**config.mk**
```make
export PLATFORM = sky130hd
export DESIGN_NAME = cobra_prog_loader
export DESIGN_NICKNAME = d
export VERILOG_FILES = /design/src/rtl/cobra_prog_loader.sv
export SDC_FILE = /design/constraint.sdc
export NUM_CORES = 1
export LEC_CHECK = 0
export ABC_AREA = 1
export CELL_PAD_IN_SITES_DETAIL_PLACEMENT = 1
export CELL_PAD_IN_SITES_GLOBAL_PLACEMENT = 2
export CORE_MARGIN = 2
export CORE_UTILIZATION = 30
export CTS_CLUSTER_SIZE = 24
export DETAILED_ROUTE_END_ITERATION = 7
export PLACE_DENSITY = 0.74
export REMOVE_ABC_BUFFERS = 1
export SYNTH_ARGS = -nofsm -noshare
export SYNTH_HDL_FRONTEND = slang
export SYNTH_SLANG_ARGS = --single-unit
```
**constraint.sdc**
```tcl
create_clock -name clk_i -period 1.6 [get_ports clk_i]
set_input_delay 0.48 -clock clk_i [delete_from_list [all_inputs] [get_ports clk_i]]
set_output_delay 0.48 -clock clk_i [all_outputs]
set_load 0.03 [all_outputs]
```
**src/rtl/cobra_prog_loader.sv**
```systemverilog
// -----------------------------------------------------------------------------
// cobra_prog_loader
//
// Boot-time program loader. Holds the processor core in reset, receives a
// byte stream (16-bit little-endian word count followed by little-endian
// 32-bit instruction words), writes each word into instruction memory, then
// releases the core. An over-size length aborts into an error state that is
// held until the next start request.
//
// Optional feature (macro COBRA_LOADER_CHECKSUM_EN): after the last word one
// extra byte is accepted and compared with the XOR of all data bytes; a
// mismatch ends in the error state instead of releasing the core.
//
// Parameters
//   MEM_WORDS     instruction-memory capacity in 32-bit words (power of two)
//
// Ports
//   clk_i         system clock, rising edge
//   rst_i         asynchronous active-low reset
//   start_i       load request, sampled in IDLE/DONE/ERR only
//   byte_i        program stream byte
//   byte_valid_i  byte_i is valid
//   byte_ready_o  loader takes byte_i this cycle when valid
//   mem_we_o      instruction-memory write strobe (one cycle per word)
//   mem_addr_o    word-aligned byte address of the write
//   mem_wdata_o   instruction word to write
//   core_rst_o    active-high core reset, low only once the program is loaded
//   busy_o        load in progress
//   done_o        program loaded, core released
//   err_o         load aborted
// -----------------------------------------------------------------------------
module cobra_prog_loader #(
  parameter int MEM_WORDS = 1024
) (
  input  logic        clk_i,
  input  logic        rst_i,
  input  logic        start_i,
  input  logic [7:0]  byte_i,
  input  logic        byte_valid_i,
  output logic        byte_ready_o,
  output logic        mem_we_o,
  output logic [31:0] mem_addr_o,
  output logic [31:0] mem_wdata_o,
  output logic        core_rst_o,
  output logic        busy_o,
  output logic        done_o,
  output logic        err_o
);

  // 17 bits so the index can reach MEM_WORDS = 65536 without wrapping.
  localparam int IDX_W = 17;

  typedef enum logic [2:0] {
    S_IDLE  = 3'd0,
    S_LEN   = 3'd1,
    S_DATA  = 3'd2,
    S_WRITE = 3'd3,
    S_DONE  = 3'd4,
`ifdef COBRA_LOADER_CHECKSUM_EN
    S_CSUM  = 3'd6,
`endif
    S_ERR   = 3'd5
  } state_e;

  state_e             state_q,    state_d;
  logic [15:0]        len_q,      len_d;
  logic [IDX_W-1:0]   word_idx_q, word_idx_d;
  logic [1:0]         byte_cnt_q, byte_cnt_d;
  logic [31:0]        data_q,     data_d;
  logic [31:0]        mem_addr_q, mem_addr_d;
  logic [31:0]        mem_wdata_q, mem_wdata_d;
`ifdef COBRA_LOADER_CHECKSUM_EN
  logic [7:0]         csum_q,     csum_d;
`endif

  logic               accept;
  logic [15:0]        len_full;

  assign accept   = byte_valid_i & byte_ready_o;
  // Count as it stands once the high length byte arrives this cycle.
  assign len_full = {byte_i, len_q[7:0]};

  // ---------------------------------------------------------------------------
  // Next-state and datapath
  // ---------------------------------------------------------------------------
  always_comb begin
    // NOTE: every variable gets a default before the case so no path leaves
    // it unassigned; otherwise synthesis infers a latch.
    state_d     = state_q;
    len_d       = len_q;
    word_idx_d  = word_idx_q;
    byte_cnt_d  = byte_cnt_q;
    data_d      = data_q;
    mem_addr_d  = mem_addr_q;
    mem_wdata_d = mem_wdata_q;
`ifdef COBRA_LOADER_CHECKSUM_EN
    csum_d      = csum_q;
`endif

    case (state_q)
      S_IDLE, S_DONE, S_ERR: begin
        if (start_i) begin
          state_d    = S_LEN;
          len_d      = '0;
          word_idx_d = '0;
          byte_cnt_d = '0;
          data_d     = '0;
`ifdef COBRA_LOADER_CHECKSUM_EN
          csum_d     = '0;
`endif
        end
      end

      S_LEN: begin
        if (accept) begin
          if (byte_cnt_q == 2'd0) begin
            len_d[7:0] = byte_i;
            byte_cnt_d = 2'd1;
          end else begin
            len_d      = len_full;
            byte_cnt_d = 2'd0;
            if (len_full == 16'd0) begin
              state_d = S_DONE;
            end else if ({1'b0, len_full} > IDX_W'(MEM_WORDS)) begin
              state_d = S_ERR;
            end else begin
              state_d = S_DATA;
            end
          end
        end
      end

      S_DATA: begin
        if (accept) begin
          data_d[8*byte_cnt_q +: 8] = byte_i;
          byte_cnt_d = byte_cnt_q + 2'd1;
`ifdef COBRA_LOADER_CHECKSUM_EN
          csum_d     = csum_q ^ byte_i;
`endif
          if (byte_cnt_q == 2'd3) begin
            // Capture address and word now so both are stable flops
            // throughout the write cycle.
            mem_addr_d  = {13'd0, word_idx_q, 2'b00};
            mem_wdata_d = data_d;
            state_d     = S_WRITE;
          end
        end
      end

      S_WRITE: begin
        word_idx_d = word_idx_q + IDX_W'(1);
        if (word_idx_d == {1'b0, len_q}) begin
`ifdef COBRA_LOADER_CHECKSUM_EN
          state_d = S_CSUM;
`else
          state_d = S_DONE;
`endif
        end else begin
          state_d = S_DATA;
        end
      end

`ifdef COBRA_LOADER_CHECKSUM_EN
      S_CSUM: begin
        if (accept) begin
          state_d = (byte_i == csum_q) ? S_DONE : S_ERR;
        end
      end
`endif

      default: state_d = S_IDLE;
    endcase
  end

  // ---------------------------------------------------------------------------
  // Output decode (from registered state only)
  // ---------------------------------------------------------------------------
  always_comb begin
    byte_ready_o = 1'b0;
    mem_we_o     = 1'b0;
    busy_o       = 1'b0;
    core_rst_o   = 1'b1;
    done_o       = 1'b0;
    err_o        = 1'b0;
    case (state_q)
      S_LEN, S_DATA: begin
        byte_ready_o = 1'b1;
        busy_o       = 1'b1;
      end
`ifdef COBRA_LOADER_CHECKSUM_EN
      S_CSUM: begin
        byte_ready_o = 1'b1;
        busy_o       = 1'b1;
      end
`endif
      S_WRITE: begin
        mem_we_o = 1'b1;
        busy_o   = 1'b1;
      end
      S_DONE: begin
        core_rst_o = 1'b0;
        done_o     = 1'b1;
      end
      S_ERR:   err_o = 1'b1;
      default: ;
    endcase
  end

  assign mem_addr_o  = mem_addr_q;
  assign mem_wdata_o = mem_wdata_q;

  // ---------------------------------------------------------------------------
  // State registers
  // ---------------------------------------------------------------------------
  // NOTE: the data and address registers are reset along with the control
  // state because their values are visible on the memory port during reset.
  always_ff @(posedge clk_i or negedge rst_i) begin
    if (!rst_i) begin
      state_q     <= S_IDLE;
      len_q       <= '0;
      word_idx_q  <= '0;
      byte_cnt_q  <= '0;
      data_q      <= '0;
      mem_addr_q  <= '0;
      mem_wdata_q <= '0;
    end else begin
      // NOTE: non-blocking assignments so every flop samples pre-edge values.
      state_q     <= state_d;
      len_q       <= len_d;
      word_idx_q  <= word_idx_d;
      byte_cnt_q  <= byte_cnt_d;
      data_q      <= data_d;
      mem_addr_q  <= mem_addr_d;
      mem_wdata_q <= mem_wdata_d;
    end
  end

`ifdef COBRA_LOADER_CHECKSUM_EN
  always_ff @(posedge clk_i or negedge rst_i) begin
    if (!rst_i) begin
      csum_q <= '0;
    end else begin
      csum_q <= csum_d;
    end
  end
`endif

endmodule

```
==> results_dict.tcl, run 1 <==
set metrics [dict create \
    setup_viol 127 \
    ys_seq_area_frac 0.491 \
    wl_per_cell_um 20.7 \
    path_clk_slew_ns 0.05 \
    worstReg2RegStart "state_q[2]" \
    worstSetupPathType "register to output port" \
    totalWireLength_um 25800 \
    drive_gt1_frac 0.460 \
    drv_cap 0 \
    cts_tree "done" \
    combPwrFrac 0.408 \
    r2r_end "mem_wdata_o[30]" \
    cts_max_level 4 \
    drt.antenna.violating_nets 0 \
    clock_sinks 119 \
    antenna_found_initial 0 \
    clk_path_buf_depth 2 \
    p_sw_mw 4.39 \
    multiInputGateArea_um2 3360 \
    nNetsFinal 987 \
    clkPwrFrac 0.321 \
    syn_to_final_growth_pct 70.3 \
    fp.dieArea_um2 21400 \
    path_delay_family "flip-flops" \
    crit_buf_inv 4 \
    syn_area_per_cell_um2 8.24 \
    cpPeakStageDelay_ns 0.40 \
    worstSetupEndpointType "output port" \
    dieHeight_um 146 \
    portBuffers 66 \
    ys_warn_count 0 \
    wl_met3_um 814 \
    r2r_cells 13 \
    violations "negative setup slack" \
    maxUsedRoutingLayer "met4" \
    vias_per_cell 5.05 \
    timing.final.ws_setup_ns -0.383 \
    cts-root-buf "clkbuf_16" \
    rsz0062_at_grt "true" \
    dr.pass1.iters 4 \
    grt_pass1_wl_um 39200 \
    pwr-share-seq 0.271 \
    powerDensity_nw_per_um2 1200 \
    final_max_slew_viol_count 0 \
    cp_data_required_time_ns 1.12 \
    seqCellArea_um2 2980 \
    core_area_um2 19700 \
    path_max_fanout 3 \
    num_rows 51 \
    fin_util 0.525 \
    grt_max_degree 25 \
    post-route-min-period_ns 1.98 \
    crit_arrival_ns 1.50 \
    r2r_slack_ns -0.36 \
    synth_cells 735 \
    io_pins 82 \
    fmax_ghz 0.504 \
    start_kind "register" \
    swShare 0.355 \
    drcViolationCount 0 \
    dr_wl_met2_um 13600 \
    worst_hold_slack_ns 0.0181 \
    vias 6287 \
    hold_buffers 0 \
    synth_area_um2 6060 \
    initial_utilization 0.308 \
    drt-met1-wl_um 10500 \
    gp_congestion 0.872 \
    mostFrequentLayoutCell "nand2_1" \
    hold_viol_final 0 \
    clkLatencyLatePin_ns 0.43 \
    dpl.hpwl_um 14700 \
    most-common-layout-cells "nand2_1 (129), buf_4 (118), dfrtp_1 (116), inv_1 (90), o21ai_2 (44)" \
    cts_buffers 17 \
    grtUsageTotal 0.238 \
    die_w_um 146 \
    cp_cell_sequence "buf_6 -> nor2_4 -> inv_2 -> nor2_4 -> inv_2 -> nand2_4 -> buf_6" \
    first_global_vias 7006 \
    period_share 1.24 \
    slowest_stage "dfrtp_1" \
    overflow 0 \
    ys_seq_elements 119 \
    leakage_nw 4.67 \
    nFillCells 2234 \
    ir_worst_vdd_uv 886 \
    crit_start "state_q[2]" \
    fin_skew_ns 0.0126 \
    dp_slack_ns -0.384 \
    outcome "finished with violations" \
    diodes 0 \
    synth_cell_type_count 35 \
    min_path_type "primary input to asynchronous set/reset pin" \
    drt_iter0_drc 342 \
    internal_power_mw 7.98 \
]
synth_stat cells (all sizes together):
cell / count / area share
nor2: 52 / 0.050
nand4: 12 / 0.012
inv: 104 / 0.065
xnor2: 2 / 0.0029
xor2: 5 / 0.0072
dfrtp: 119 / 0.49
mux2: 2 / 0.0050
conb: 1 / 0.00062
clkbuf: 9 / 0.0060
nand2: 181 / 0.11
o22ai: 51 / 0.055
a31oi: 2 / 0.0021
nand3: 46 / 0.040
a21oi: 2 / 0.0023
clkinv: 1 / 0.00062
a22oi: 8 / 0.0099
ha: 7 / 0.014
buf: 30 / 0.033
nand3b: 1 / 0.0012
nor3: 12 / 0.0099
xnor3: 2 / 0.0074
o21ai: 86 / 0.071
layout make-up:
cell class,instances,area share
Clock buffer,21,0.0466
Clock inverter,9,0.0120
Sequential cell,119,0.289
Multi-Input combinational cell,486,0.325
Timing Repair inverter,1,0.00109
Inverter,105,0.0414
Tap cell,265,0.0321
Timing Repair Buffer,238,0.253
cells by family after synthesis:
family,share of synthesized area
AO/OA/AOI/OAI,0.140
flip-flops,0.491
adder cells (fa/ha/maj),0.0145
multiplexers,0.00496
AND/OR/NAND/NOR,0.227
XOR/XNOR,0.0176
buffers and inverters,0.104
other,0.000619
timing repair:
action | 4_1_cts | 5_1_grt
buffers inserted | 21 | 17
endpoints found under the setup margin | 160 | 149
pin swaps | 18 | 31
gates resized for setup | 252 | 216
gates cloned | 18 | 2
through the flow:
stage | std cells | instance area, um2 | total power [mW] | setup TNS, ns
final | 1244 | 10300 | 12.4 | -27.45
after global routing | 1244 | 10300 | 12.9 | -36.14
after CTS | 1235 | 9930 | 12.1 | -26.40
after detailed placement | 1169 | 8120 | 7.05 | -34.65
after global placement | 1169 | 8120 | 6.94 | -33.35
after floorplan | 710 | 5880 | 5.18 | -36.86
worst max path at each step:
stage	cells past startpoint	slack [ns]	to
6_report	7	-0.38	byte_ready_o
5_1_grt	15	-0.51	state_q[1]
4_1_cts	7	-0.40	byte_ready_o
3_5_place_dp	8	-0.38	state_q[0]
3_3_place_gp	8	-0.38	state_q[0]
2_1_floorplan	7	-0.77	word_idx_q[10]
metal layers:
metal,vias up,global-route usage
li1,2863,-
met1,3199,0.277
met2,162,0.435
met3,63,0.0469
met4,0,0.0854
met5,-,0
registers in the layout, summed over array words and instances, names as in the netlist:
| register | count |
|---|---|
| state_q | 3 |
| data_q | 32 |
| mem_wdata_o | 32 |
| byte_cnt_q | 2 |
| word_idx_q | 17 |
| mem_addr_o | 17 |
| len_q | 16 |
worst register-to-register path, cell delays in order (launching register included):
cell and delay (ns):
dfrtp_1 0.40, buf_6 0.14, nor2_4 0.12, inv_4 0.05, nor2_4 0.12, inv_4 0.06, buf_6 0.13, buf_12 0.12
nor2_8 0.20, inv_8 0.12, buf_12 0.15, buf_16 0.14, nand2_1 0.06, o21ai_1 0.06
power by group through the flow:
stage	Combinational, mW	Clock [mW]	Sequential [mW]
2_1_floorplan	1.76	0	3.42
3_3_place_gp	3.57	0	3.37
3_5_place_dp	3.67	0	3.38
4_1_cts	4.75	4.03	3.33
5_1_grt	5.35	4.17	3.37
6_report	5.05	3.97	3.35
No activity file was read; power rests on OpenSTA's default activity.
==> inputs of run 2 (changes only) <==
- REMOVE_ABC_BUFFERS: 1 -> not set
==> results_dict.tcl, run 2 (synthesized netlist as in run 1, its figures left out) <==
set metrics [dict create \
    path_clk_slew_ns 0.06 \
    leakage_nw 4.59 \
    cts-root-buf "clkbuf_16" \
    fin_util 0.521 \
    cts_tree "done" \
    totalWireLength_um 25600 \
    overflow 0 \
    portBuffers 66 \
    drive_gt1_frac 0.492 \
    wl_per_cell_um 20.7 \
    cts_buffers 17 \
    clk_path_buf_depth 2 \
    worst_hold_slack_ns 0.462 \
    fin_skew_ns 0.0192 \
    vias_per_cell 5.00 \
    clkLatencyLatePin_ns 0.44 \
    cts_max_level 4 \
    start_kind "register" \
    drv_cap 0 \
    die_w_um 146 \
    crit_top_cell "nand2_1" \
    diodes 0 \
    dpl.hpwl_um 14200 \
    fin_cells 1235 \
    fmax_ghz 0.513 \
    crit_arrival_ns 2.31 \
    rsz0062_at_grt "true" \
    dr.pass1.iters 6 \
    ir_worst_vdd_uv 1000 \
    path_delay_family "simple AND/OR/NAND/NOR gates" \
    drt.antenna.violating_nets 0 \
    cp_data_required_time_ns 1.96 \
    first_global_vias 6377 \
    path_max_fanout 3 \
    violations "negative setup slack" \
    hold_viol_final 0 \
    nFillCells 2261 \
    post-route-min-period_ns 1.95 \
    dpl.cell_count 1151 \
    period_share 1.22 \
    dp_slack_ns -0.389 \
    cpPeakStageDelay_ns 0.44 \
    final_max_slew_viol_count 0 \
    clock_sinks 119 \
    worstSetupEndpointType "register" \
    most-common-layout-cells "buf_4 (114), dfrtp_1 (111), nand2_1 (103), inv_1 (87), o21ai_2 (56)" \
    core_area_um2 19700 \
    setup_viol 112 \
    syn_to_final_growth_pct 68.9 \
    timing.final.ws_setup_ns -0.348 \
    initial_utilization 0.308 \
    critical_path_cell_count 11 \
    timing.setup.tns_ns -13.20 \
    grtUsageTotal 0.207 \
    vias 6174 \
    drcViolationCount 0 \
    worstSetupPathType "register to register" \
    cp_cell_sequence "ha_4 -> buf_4 -> xnor2_1 -> xor2_1 -> nor2_1 -> nand2_1 -> nor2_2 -> nand4_1 -> nand2_1 -> nand2_1 -> nand2_1" \
    dieHeight_um 146 \
    fp.dieArea_um2 21400 \
    mostFrequentLayoutCell "buf_4" \
    grt_pass1_wl_um 34700 \
    grt_max_degree 45 \
    r2r_cells 11 \
    outcome "finished with violations" \
    slowest_stage "dfrtp_2" \
    min_path_type "primary input to asynchronous set/reset pin" \
    num_rows 51 \
    gp_congestion 0.782 \
    io_pins 82 \
    r2r_slack_ns -0.35 \
    powerDensity_nw_per_um2 1240 \
    crit_buf_inv 1 \
    nNetsFinal 976 \
    antenna_found_initial 0 \
    drt_iter0_drc 255 \
]
[run 2: report_power, final]
| group | internal (mW) | switching (mW) | leakage [nW] |
|---|---|---|---|
| Sequential | 3.22 | 0.155 | 1.63 |
| Clock | 2.46 | 1.59 | 0.287 |
| Combinational | 2.30 | 2.98 | 2.67 |
[run 2: layer usage]
| metal | GRT usage | wire length [um] |
|---|---|---|
| met1 | 0.253 | 10600 |
| met3 | 0.0350 | 862 |
| met5 | 0 | 0 |
| met4 | 0.0699 | 667 |
| met2 | 0.370 | 13500 |
[run 2: cell type report]
class / instances / area, um2 / share of cell area
clock buffers: 18 / 429 / 0.0419
clock inverters: 14 / 175 / 0.0171
repair inverters: 2 / 32.5 / 0.00318
flip-flops and latches: 119 / 2990 / 0.292
repair buffers: 226 / 2390 / 0.233
inverters: 105 / 420 / 0.0411
well taps: 265 / 332 / 0.0324
multi-input cells: 486 / 3470 / 0.339
[run 2: worst reg2reg max path, stage by stage (launching register included)]
cell and delay, ns:
dfrtp_2 0.44, ha_4 0.18, buf_4 0.13, xnor2_1 0.29
xor2_1 0.12, nor2_1 0.13, nand2_1 0.07, nor2_2 0.11
nand4_1 0.17, nand2_1 0.13, nand2_1 0.06, nand2_1 0.06
[run 2: metrics by stage]
stage               power [mW]  cell area [um2]
detailed placement        6.79             7920
finish                    12.7            10200
global route              13.2            10200
global placement          6.70             7920
CTS                       11.7             9130
floorplan                 5.36             6150
[run 2: worst paths after layout]
| path | from | end |
|---|---|---|
| min reg2reg | mem_addr_o[7] | mem_addr_o[7] |
| max reg2reg | word_idx_q[0] | state_q[2] |
| min in group clk_i | mem_addr_o[7] | mem_addr_o[7] |
| min | rst_i | word_idx_q[14] |
| max in group asynchronous | rst_i | byte_cnt_q[1] |
| max | word_idx_q[0] | state_q[2] |
[run 2: timing repair]
| action | CTS | global route |
|---|---|---|
| pin swaps | 14 | 24 |
| setup endpoints to repair | 98 | 146 |
| gates cloned | 4 | 21 |
| resized for setup | 212 | 287 |
| setup buffers | 19 | 15 |
| hold endpoints to repair | 9 | 0 |
| hold buffers | 1 | 0 |
